`config.mk`:
```
export PLATFORM = sky130hd
export DESIGN_NAME = fifo_axis_packetizer
export DESIGN_NICKNAME = d
export VERILOG_FILES = /design/src/rtl/fifo_axis_packetizer.sv
export SDC_FILE = /design/constraint.sdc
export NUM_CORES = 1
export LEC_CHECK = 0
export ABC_CLOCK_PERIOD_IN_PS = 3000
export CORE_AREA = 2 2 61 63
export CTS_CLUSTER_SIZE = 16
export DETAILED_ROUTE_END_ITERATION = 7
export DIE_AREA = 0 0 63 65
export PLACE_DENSITY = 0.65
export REMOVE_ABC_BUFFERS = 1
export SLEW_MARGIN = 15
export SYNTH_ARGS = -nofsm -noshare
export SYNTH_HDL_FRONTEND = slang
export SYNTH_SLANG_ARGS = --single-unit
```
`constraint.sdc`:
```
create_clock -name i_clk -period 3 [get_ports i_clk]
set_clock_uncertainty 0.05 [all_clocks]
set_input_delay 0.3 -clock i_clk [delete_from_list [all_inputs] [get_ports i_clk]]
set_output_delay 0.3 -clock i_clk [all_outputs]
set_load 0.02 [all_outputs]
```
`src/rtl/fifo_axis_packetizer.sv`:
```
// FIFO read stage: drains FIFO words through a 2-entry skid buffer and emits
// them as AXI4-Stream beats grouped into fixed-length packets.
module fifo_axis_packetizer #(
  parameter int unsigned DATA_WIDTH = 8,
  parameter int unsigned PACKET_LEN = 16
) (
  input  logic                  i_clk,
  input  logic                  i_s_rst,
  input  logic                  i_en,
  output logic                  o_fifo_rd_en,
  input  logic [DATA_WIDTH-1:0] i_fifo_rd_data,
  input  logic                  i_fifo_rd_valid,
  input  logic                  i_fifo_empty,
  output logic [DATA_WIDTH-1:0] o_axis_tdata,
  output logic                  o_axis_tvalid,
  input  logic                  i_axis_tready,
  output logic                  o_axis_tlast,
  output logic                  o_axis_tuser,
  output logic                  o_pkt_done,
  output logic                  o_busy,
  output logic                  o_ovf_err
);

  localparam int unsigned CNT_W = $clog2(PACKET_LEN) + 1;
  localparam logic [CNT_W-1:0] LAST_CNT = CNT_W'(PACKET_LEN - 1);

  logic [1:0]            occ, occ_nxt;
  logic                  inflight;
  logic [CNT_W-1:0]      beat_cnt, beat_nxt;
  logic [DATA_WIDTH-1:0] head, head_nxt, tail, tail_nxt;
  logic                  pop, push, ovf_set;

  assign o_axis_tdata = head;

  // Read credit counts words already buffered plus the one still in flight.
  always_comb begin
    pop          = o_axis_tvalid & i_axis_tready;
    push         = i_fifo_rd_valid & ~i_s_rst;
    o_fifo_rd_en = i_en & ~i_fifo_empty & ~i_s_rst &
                   ((3'(occ) + 3'(inflight) - 3'(pop)) < 3'd2);
  end

  // Buffer update: head is the presented beat, tail the skid entry.
  always_comb begin
    occ_nxt  = occ;
    head_nxt = head;
    tail_nxt = tail;
    ovf_set  = 1'b0;
    case (occ)
      2'd0: begin
        if (push) begin
          head_nxt = i_fifo_rd_data;
          occ_nxt  = 2'd1;
        end
      end
      2'd1: begin
        if (push && pop) begin
          head_nxt = i_fifo_rd_data;
        end else if (push) begin
          tail_nxt = i_fifo_rd_data;
          occ_nxt  = 2'd2;
        end else if (pop) begin
          occ_nxt  = 2'd0;
        end
      end
      default: begin
        if (pop) begin
          head_nxt = tail;
          if (push) tail_nxt = i_fifo_rd_data;
          else      occ_nxt  = 2'd1;
        end else if (push) begin
          ovf_set = 1'b1;
        end
      end
    endcase

    beat_nxt = beat_cnt;
    if (pop) beat_nxt = (beat_cnt == LAST_CNT) ? '0 : beat_cnt + CNT_W'(1);
  end

  always_ff @(posedge i_clk) begin
    if (i_s_rst) begin
      occ           <= 2'd0;
      inflight      <= 1'b0;
      beat_cnt      <= '0;
      head          <= '0;
      tail          <= '0;
      o_axis_tvalid <= 1'b0;
      o_axis_tlast  <= 1'b0;
      o_axis_tuser  <= 1'b0;
      o_pkt_done    <= 1'b0;
      o_busy        <= 1'b0;
      o_ovf_err     <= 1'b0;
    end else begin
      occ           <= occ_nxt;
      inflight      <= o_fifo_rd_en;
      beat_cnt      <= beat_nxt;
      head          <= head_nxt;
      tail          <= tail_nxt;
      o_axis_tvalid <= (occ_nxt != 2'd0);
      o_axis_tlast  <= (occ_nxt != 2'd0) && (beat_nxt == LAST_CNT);
      o_axis_tuser  <= (occ_nxt != 2'd0) && (beat_nxt == '0);
      o_pkt_done    <= pop & o_axis_tlast;
      o_busy        <= (occ_nxt != 2'd0) | o_fifo_rd_en | (beat_nxt != '0);
      o_ovf_err     <= o_ovf_err | ovf_set;
    end
  end

endmodule

```
==> impl_results.md, run 1 <==
* Status: finished, final reports clean
* Multiplexer share of the synthesized area at 0.0736
* Post-Place Cells at 226
* Final setup violation count at 0
* Ys async rst share at 0
* # H-tree levels at 2
* Critical Path RT at 2.65 ns
* Area share of the largest cell type after synthesis at 0.436
* Total track usage at 0.154
* Compound-cell area share of the yosys netlist at 0.192
* CP Class: in2out
* Die H at 65 µm
* CP max FO at 6
* Slew Viols, Final at 0
* Post-Synth Simple-Gate Area at 0.193
* Cell taking the most area after synthesis: dfxtp_1
* CP max stage cell: fa_1
* Fmax at 389 MHz
* R2R setup slack at 0.94 ns
* Residual DRC count at 0
* CTS tree: built
* Sequential fraction of the synthesis area at 0.436
* P&R area growth vs syn at 29.2%
* TritonCTS Sinks at 30
* Die area at 4100 µm²
* Global-route wire length before repair at 4.93 mm
* Count of hold buffers inserted by post-cts repair at 0
* Delay of the slowest critical-path stage at 0.50 ns
* Yosys reg bits at 30
* Slew headroom at 0.556
* Initial Util at 0.394
* Max-cap viol count at 0
* Mapped cell area at 1380 µm²
* Die extent in x at 63 µm
* WL final at 2.95 mm
* Vias in the first global route at 1140
* # IOs at 29
* Non-Filler Instances at 234
* EDFF count, synth at 0
* Gate Count Post-Synth at 155
* Distinct cells, synth at 36
* Initial antenna violation count at 0
* Final Hold Fails at 0
* Worst Path Buf+Inv at 2
* Antenna Cells at 0
* Iteration-0 DRC Markers at 49
* Post-Synth XOR/XNOR Area at 0.0318
* HP Class: reg2reg
* Via density at 5.10
* Routed vias at 1194
* Area of the core at 3500 µm²
* Largest cells by area after synthesis: dfxtp_1, mux2i_1, nor2_1
* PD cells at 520 nW/µm²
* GR Overflow Total at 0
* Most common cell on crit path: nor2_1
* Worst EP arrival at 2.22 ns
* Fill count at 337
* Core Rows at 22
* Synth Area in Adders at 0.0236
* Setup TNS Final at 0 ns
* Mean post-synth cell area at 8.88 µm²
* Crit path time final at 2.57 ns
* CP delay by family, top: buffers and inverters
* Ys Warns at 0
* Worst-path cell chain: clkdlybuf4s50_1, nand2_1, nor2_1, o21ai_0, fa_1, nand4_1, nor2_1, dlymetal6s2s_1
* Hpwl dp at 2.17 mm
* Router iterations before antenna repair at 4
* Final ANT Viol Nets at 0
* CTS max path bufs at 2
* Routability Congestion at 0.885
* Post-CTS setup buffers at 0
* Number of CTS-inserted buffers at 5
* Main synth FF type: dfxtp_1
* Routed wire per std cell at 12.6 µm
* Crit. End Element: output port
* I/O Buffers at 28
* Largest family of logic cells by synthesized area: simple AND/OR/NAND/NOR gates
* Clk Tree Root Cell: clkbuf_4
* Tightest Pin Transition at 0.665 ns
* Clk pin slew, worst setup/hold paths at 0.09 ns
* RSZ-0062 raised after global routing: false
* Max IR drop VDD at 0.287 mV
* Pleak at 0.650 nW
* Largest net degree at the start of global routing at 28
* Final Cycle Share at 0.857
* Startpoint Class: primary input
* Nets at 201
* Share of layout cells above drive strength 1 at 0.113
* Worst skew pair latency at 0.32 ns
-- power by group --
group	total [mW]	internal, mW	leakage, nW	switching (mW)
registers	0.437	0.422	0.245	0.0159
logic	0.178	0.0836	0.360	0.0944
clock network	0.310	0.173	0.0450	0.137
-- registers in the layout, indices dropped and copies added, names as in the netlist --
| name | flops |
|---|---|
| beat_cnt | 5 |
| o_axis_tvalid | 1 |
| o_ovf_err | 1 |
| o_pkt_done | 1 |
| o_axis_tdata | 8 |
| o_axis_tuser | 1 |
| o_axis_tlast | 1 |
| tail | 8 |
| o_busy | 1 |
| inflight | 1 |
| occ | 2 |
-- worst paths after layout --
kind	from	end	cells past startpoint
worst max register to register	o_axis_tvalid	o_busy	7
worst min-delay path	tail[7]	tail[7]	2
worst min register to register	tail[7]	tail[7]	2
worst max-delay path	i_axis_tready	o_fifo_rd_en	8
-- worst register-to-register path, delay by kind of cell, from the launching register on --
| family | cells | cell delay, ns |
|---|---|---|
| compound gates | 2 | 0.49 |
| fa+ha+maj | 1 | 0.45 |
| flops | 1 | 0.41 |
| simple gates | 4 | 0.56 |
-- through the flow --
step	power (mW)	hold slack (ns)	util	cell area [µm²]	setup slack, ns
CTS	0.936	0.432	0.508	1780	0.0352
finish	0.925	0.436	0.509	1780	0.430
global placement	0.620	0.406	0.485	1700	0.122
global route	0.967	0.459	0.509	1780	0.223
floorplan	0.540	0.319	-	1320	0.680
detailed placement	0.626	0.419	0.485	1700	0.0334
-- what timing repair did --
item,in CTS,in global routing
setup endpoints to repair,1,1
cloned,0,0
resized for setup,1,1
-- metal layers --
metal	GRT usage	up-vias	routed length (µm)
met5	0	-	0
met4	0.0889	0	51
met3	0.0260	5	88
met2	0.266	22	1450
li1	-	617	-
met1	0.180	550	1360
-- kinds of logic (layout without fill, tap and decap cells) --
| logic type | Yosys count | in the layout |
|---|---|---|
| AND/OR/NAND/NOR | 54 | 54 |
| flip-flops | 30 | 30 |
| XOR/XNOR | 5 | 5 |
| multiplexers | 10 | 10 |
| buffers and inverters | 13 | 44 |
| AO/OA/AOI/OAI | 41 | 41 |
| adder cells (fa/ha/maj) | 2 | 2 |
-- area by class of cell --
type,instances,area [µm²],area share
clock inverter,3,40.0,0.0225
inverter,3,11.3,0.00633
multi-input combinational,112,707,0.398
sequential,30,602,0.338
tap,48,60.1,0.0338
timing repair buffer,33,320,0.180
clock buffer,5,37.5,0.0211
-- cells in the final DEF, fill, tap and decap left out, types with 2 or more instances in the layout --
cell	netlist	layout
xor2_1	4	4
buf_4	2	5
clkdlybuf4s50_1	0	27
a21oi_1	13	13
nor3_1	9	9
nand2_1	6	6
inv_1	3	3
o21ai_0	12	12
and3_1	2	2
clkbuf_4	0	5
nand3_1	10	10
clkinv_2	0	2
nand4_1	3	3
nor2_1	18	18
dfxtp_1	30	29
mux2i_1	9	9
a211oi_1	8	8
-- cell usage after synthesis, types with 2 or more instances --
cell type and instances:
nor2_1 18, and3_1 2, inv_1 3, a21oi_1 13, xor2_1 4, buf_2 4
nand3_1 10, nand2_1 6, dfxtp_1 30, nand4_1 3, nor3_1 9, clkbuf_1 2
a211oi_1 8, mux2i_1 9, buf_4 2, o21ai_0 12
Power figures use the tool's default switching activity.
==> inputs of run 2 (changes only) <==
--- a/config.mk
+++ b/config.mk
@@ -5,7 +5,6 @@
 export SDC_FILE = /design/constraint.sdc
 export NUM_CORES = 1
 export LEC_CHECK = 0
-export ABC_CLOCK_PERIOD_IN_PS = 3000
 export CORE_AREA = 2 2 61 63
 export CTS_CLUSTER_SIZE = 16
 export DETAILED_ROUTE_END_ITERATION = 7
==> results of run 2 <==
The final DEF is identical to that of run 1; final timing and power are the same.
